<file path="src/rtl/pcler8_pkg.sv">
// Shared definitions for the pcler8 down-counter: default sizes and the
// counter operation decode used by the top-level datapath.
package pcler8_pkg;

    localparam int WIDTH_DEF = 8;
    localparam logic [WIDTH_DEF-1:0] RELOAD_RST_DEF = 8'hFF;

    typedef enum logic [2:0] {
        OP_HOLD,
        OP_LOAD,
        OP_CLR,
        OP_DEC,
        OP_RELOAD
    } cnt_op_e;

    // Load beats clear beats count; an enabled decrement at zero becomes a reload.
    function automatic cnt_op_e decode_op(input logic ld,
                                          input logic clr,
                                          input logic en,
                                          input logic is_zero);
        cnt_op_e op;
        if (ld) begin
            op = OP_LOAD;
        end else if (clr) begin
            op = OP_CLR;
        end else if (en && !is_zero) begin
            op = OP_DEC;
        end else if (en) begin
            op = OP_RELOAD;
        end else begin
            op = OP_HOLD;
        end
        return op;
    endfunction

endpackage

</file>
<file path="src/rtl/pcler8_evt_slot.sv">
// One-entry valid/ready holder for expiry events, with a sticky overrun flag
// raised when a new expiry arrives while the previous one is still unaccepted.
module pcler8_evt_slot
    import pcler8_pkg::*;
(
    input  logic clk,
    input  logic rst,
    input  logic term,
    input  logic evt_ready,
    input  logic clr,
    output logic evt_valid,
    output logic evt_ovf
);

    logic valid_q, valid_d;
    logic ovf_q, ovf_d;

    // A new expiry always leaves an event pending; an accept only empties the
    // slot when no new expiry refills it on the same edge.
    always_comb begin
        valid_d = valid_q;
        ovf_d   = ovf_q;
        if (term) begin
            valid_d = 1'b1;
            if (valid_q && !evt_ready) begin
                ovf_d = 1'b1;
            end
        end else if (valid_q && evt_ready) begin
            valid_d = 1'b0;
        end
        if (clr) begin
            ovf_d = 1'b0;
        end
    end

    always_ff @(posedge clk or posedge rst) begin
        if (rst) begin
            valid_q <= 1'b0;
            ovf_q   <= 1'b0;
        end else begin
            valid_q <= valid_d;
            ovf_q   <= ovf_d;
        end
    end

    assign evt_valid = valid_q;
    assign evt_ovf   = ovf_q;

endmodule

</file>
<file path="src/rtl/pcler8_down_ctr.sv">
// Loadable auto-reload down-counter used as a prescaler/interval timer; each
// expiry produces a one-cycle tc pulse and an event for a handshaking consumer.
module pcler8_down_ctr
    import pcler8_pkg::*;
#(
    parameter int               WIDTH      = WIDTH_DEF,
    parameter logic [WIDTH-1:0] RELOAD_RST = WIDTH'(RELOAD_RST_DEF)
) (
    input  logic             clk,
    input  logic             rst,
    input  logic             ld,
    input  logic [WIDTH-1:0] ld_data,
    input  logic             clr,
    input  logic             en,
    input  logic             rld_we,
    input  logic [WIDTH-1:0] rld_data,
    output logic [WIDTH-1:0] cnt,
    output logic [WIDTH-1:0] rld,
    output logic             tc,
    output logic             evt_valid,
    input  logic             evt_ready,
    output logic             evt_ovf
);

    localparam logic [WIDTH-1:0] ONE = {{(WIDTH-1){1'b0}}, 1'b1};

    cnt_op_e          op;
    logic             term;
    logic [WIDTH-1:0] cnt_q, cnt_d;
    logic [WIDTH-1:0] rld_q, rld_d;
    logic             tc_q;

    // Reload reads rld_q, so a reload-register write on the same edge only
    // takes effect from the following expiry.
    always_comb begin
        op    = decode_op(ld, clr, en, cnt_q == '0);
        term  = (op == OP_RELOAD);
        cnt_d = cnt_q;
        rld_d = rld_we ? rld_data : rld_q;
        case (op)
            OP_LOAD:   cnt_d = ld_data;
            OP_CLR:    cnt_d = '0;
            OP_DEC:    cnt_d = cnt_q - ONE;
            OP_RELOAD: cnt_d = rld_q;
            default:   cnt_d = cnt_q;
        endcase
    end

    always_ff @(posedge clk or posedge rst) begin
        if (rst) begin
            cnt_q <= '0;
            rld_q <= RELOAD_RST;
            tc_q  <= 1'b0;
        end else begin
            cnt_q <= cnt_d;
            rld_q <= rld_d;
            tc_q  <= term;
        end
    end

    pcler8_evt_slot u_evt_slot (
        .clk       (clk),
        .rst       (rst),
        .term      (term),
        .evt_ready (evt_ready),
        .clr       (clr),
        .evt_valid (evt_valid),
        .evt_ovf   (evt_ovf)
    );

    assign cnt = cnt_q;
    assign rld = rld_q;
    assign tc  = tc_q;

endmodule

</file>
<file path="config.mk">
export PLATFORM = sky130hd
export DESIGN_NAME = pcler8_down_ctr
export DESIGN_NICKNAME = d
export VERILOG_FILES = /design/src/rtl/pcler8_pkg.sv /design/src/rtl/pcler8_evt_slot.sv /design/src/rtl/pcler8_down_ctr.sv
export SDC_FILE = /design/constraint.sdc
export NUM_CORES = 1
export LEC_CHECK = 0
export CORE_MARGIN = 8
export CORE_UTILIZATION = 40
export DETAILED_ROUTE_END_ITERATION = 6
export GPL_TIMING_DRIVEN = 0
export PLACE_DENSITY = 0.76
export REMOVE_ABC_BUFFERS = 1
export SETUP_SLACK_MARGIN = 0.5
export SYNTH_ARGS = -nofsm -noshare
export SYNTH_HDL_FRONTEND = slang
export SYNTH_SLANG_ARGS = --single-unit
</file>
<file path="constraint.sdc">
create_clock -name clk -period 1.7 [get_ports clk]
set_input_delay 0.425 -clock clk [delete_from_list [all_inputs] [get_ports clk]]
set_output_delay 0.425 -clock clk [all_outputs]
set_load 0.01 [all_outputs]
</file>
==> impl_metrics.csv <==
group,metric,value,unit
critical_path,slowest_delay,590,ps
critical_path,startpoint_type,"flop",
synth,syn-cell-area,1170,um2
floorplanning,coreArea,2760,um2
global_routing,grt_max_degree,21,
critical_path,r2r_start,"cnt[5]$_DFFE_PP0P_",
layout,final_util,0.736,
power_and_ir_drop,powerDensity,703,nW/um2
layout,antenna_cells,0,
critical_path,crit_fanout,5,
clock_network,cts_made_buffers,3,
power_and_ir_drop,leakage,0.858,nW
layout,area.growth.synth_to_final,73.6,%
clock_network,root_buffer,"clkbuf_4",
drt,routed.top_layer,"met4",
synth,synthesis.instances,112,
floorplanning,rows,19,
placement,dp.cells,176,
timing,fmax,621,MHz
critical_path,cpLargestDelayFamily,"simple AND/OR/NAND/NOR gates",
timing,fin_crit_sh,0.947,
clock_network,htreeDepth,1,
layout,final_cells,221,
timing,hold_slack,444,ps
synth,syn_area_per_cell,10.4,um2
drt,vias_per_cell,6.10,
clock_network,clkTransAtPathRegs,120,ps
placement,routabilityCongestion,0.804,
synth,yosys_warnings,0,
drt,drt_iter0_drc,98,
critical_path,cp_cell_sequence,"buf_6 > or4_4 > o211ai_1 > o211ai_1",
critical_path,cpMostUsedCell,"o211ai_1",
critical_path,reg2reg_depth,4,
drt,drc_errors,0,
drt,antenna_left,0,
layout,drive_gt1_frac,0.574,
global_routing,grt_overflow,0,
flow_run,cap_violations,0,
drt,met2WireLength,2340,um
critical_path,r2r_end,"cnt[6]$_DFFE_PP0P_",
drt,wl_per_cell,21.1,um
timing,finClkSkew,5.48,ps
layout,final_cell_mix,"buf_4, buf_6, clkdlybuf4s50_1",
layout,final_area,2030,um2
layout,fill_cells,187,
timing,rsz0062_at_grt,"yes",
floorplanning,ios,42,
global_routing,antenna_found_initial,0,
timing,tns,0,ps
critical_path,r2r_slack,90,ps
critical_path,critical_path_required,1910,ps
timing,setup_violations,0,
placement,io_buffers,41,
floorplanning,start_util,0.424,
timing,drv_slew,0,
global_routing,grt_pass1_wl,6500,um
global_routing,track_usage,0.164,
status,status,"finished, final reports clean",
clock_network,clockBufferDepth,2,
layout,final_common_cell,"buf_4",
min_path,min_path_type,"in2async",
timing,min_period,1610,ps
floorplanning,dieArea,4910,um2
clock_network,cts_hold_buffers,0,
clock_network,clk_latency,330,ps
global_routing,grt_pass1_vias,1351,
critical_path,worstSetupPathType,"reg2reg",
drt,routed_wl,4670,um
synth,ys_seq_elements,19,
floorplanning,die_y,70.1,um
critical_path,cp.arrival,1820,ps
critical_path,end_kind,"flop",
critical_path,crit_slowest_cell,"or4_4",
power_and_ir_drop,peakVddDrop,0.617,mV
placement,placed_area,1580,um2
layout,layout.nets,216,
clock_network,cts_tree,"yes",
drt,wl_met1,1830,um
drt,wl_met3,324,um
synth,ys_types,39,
drt,vias,1347,
floorplanning,die_x,70.1,um
timing,max-slew-margin-rel,0.618,
synth,yosysSeqAreaShare,0.415,
critical_path,worstPathBufferInverterCount,1,
timing,max_slew.worst_pin.slew,572,ps
drt,drt_pass1_iterations,6,
clock_network,cts_num_sinks,19,
timing,hold_viol,0,
placement,post-dp-hpwl,2330,um
## state kept, by name (all words and copies together), names as in the netlist
register and count:
tc 1, rld 8, cnt 8, u_evt_slot.evt_ovf 1, u_evt_slot.evt_valid 1
## Yosys cell counts, drive strengths merged
master	number	area, um2
o2111ai	2	17.5
nor2b	1	6.26
dfrtp	11	275
a32oi	1	8.76
nor3	5	25.0
xor2	1	8.76
xnor2	2	17.5
inv	5	18.8
o31ai	1	7.51
nand3	4	20.0
ha	2	25.0
dfstp	8	210
a211oi	1	7.51
or2	1	6.26
or4b	1	10.0
nor2	4	15.0
clkbuf	7	26.3
nand2	3	13.8
a21oi	6	30.0
buf	1	11.3
nand2b	3	18.8
o41ai	1	16.3
nor4b	8	70.1
nand4	4	25.0
or3b	2	17.5
a211o	2	17.5
mux2	8	90.1
o21ai	2	10.0
and2	3	18.8
mux2i	1	10.0
or4	1	11.3
o311ai	2	25.0
nor3b	3	27.5
nor4	1	21.3
o211ai	4	30.0
## per-layer routing
metal	vias up	GRT usage
met5	-	0
met4	0	0.0938
met3	20	0.0593
met2	77	0.266
met1	674	0.181
li1	576	-
## how the worst max path moves through the flow
stage / cells after the start / end / slack, ps / start
global route: 4 / cnt[6]$_DFFE_PP0P_ / 30 / cnt[5]$_DFFE_PP0P_
finish: 4 / cnt[6]$_DFFE_PP0P_ / 90 / cnt[5]$_DFFE_PP0P_
global placement: 4 / cnt[5]$_DFFE_PP0P_ / -550 / ld
floorplan: 5 / u_evt_slot.evt_ovf$_DFFE_PP0P_ / 60 / cnt[0]$_DFFE_PP0P_
detailed placement: 4 / cnt[5]$_DFFE_PP0P_ / -590 / ld
CTS: 4 / cnt[7]$_DFFE_PP0P_ / 120 / cnt[5]$_DFFE_PP0P_
## stage by stage
step | power, mW | setup slack [ps]
final | 1.43 | 89.4
after global routing | 1.49 | 25.9
after CTS | 1.31 | 116
after detailed placement | 0.923 | -590
after global placement | 0.915 | -554
after floorplan | 0.732 | 57.5
## cells by family after synthesis
family                     synth area share
adders and majority gates            0.0214
buffers and inverters                0.0481
DFF                                   0.415
AOI/OAI and AO/OA                     0.145
and+or+nand+nor                       0.262
xor gates and xnor gates             0.0225
muxes                                0.0856
## timing repair
action,in CTS,in global routing
endpoints found under the setup margin,38,38
resized for setup,122,17
setup buffers,33,8
pin swaps,13,6
## final cells by class
cell class	instances	area, um2	share of cell area
clock buffers	4	26.3	0.0129
well taps	31	38.8	0.0191
flip-flops and latches	19	495	0.244
multi-input cells	80	684	0.337
repair buffers	82	763	0.376
inverters	5	22.5	0.0111
## worst register-to-register path, stage by stage (launching register included)
cell      delay, ps
dfrtp_2         430
buf_6           130
or4_4           590
o211ai_1        230
o211ai_1        120
## power by group
part	leakage, nW	total, mW	internal [mW]	switching (mW)
clock network	0.0150	0.256	0.0923	0.164
logic	0.626	0.631	0.352	0.279
registers	0.216	0.540	0.508	0.0319
total	0.858	1.43	0.953	0.475
Power figures use the tool's default switching activity.
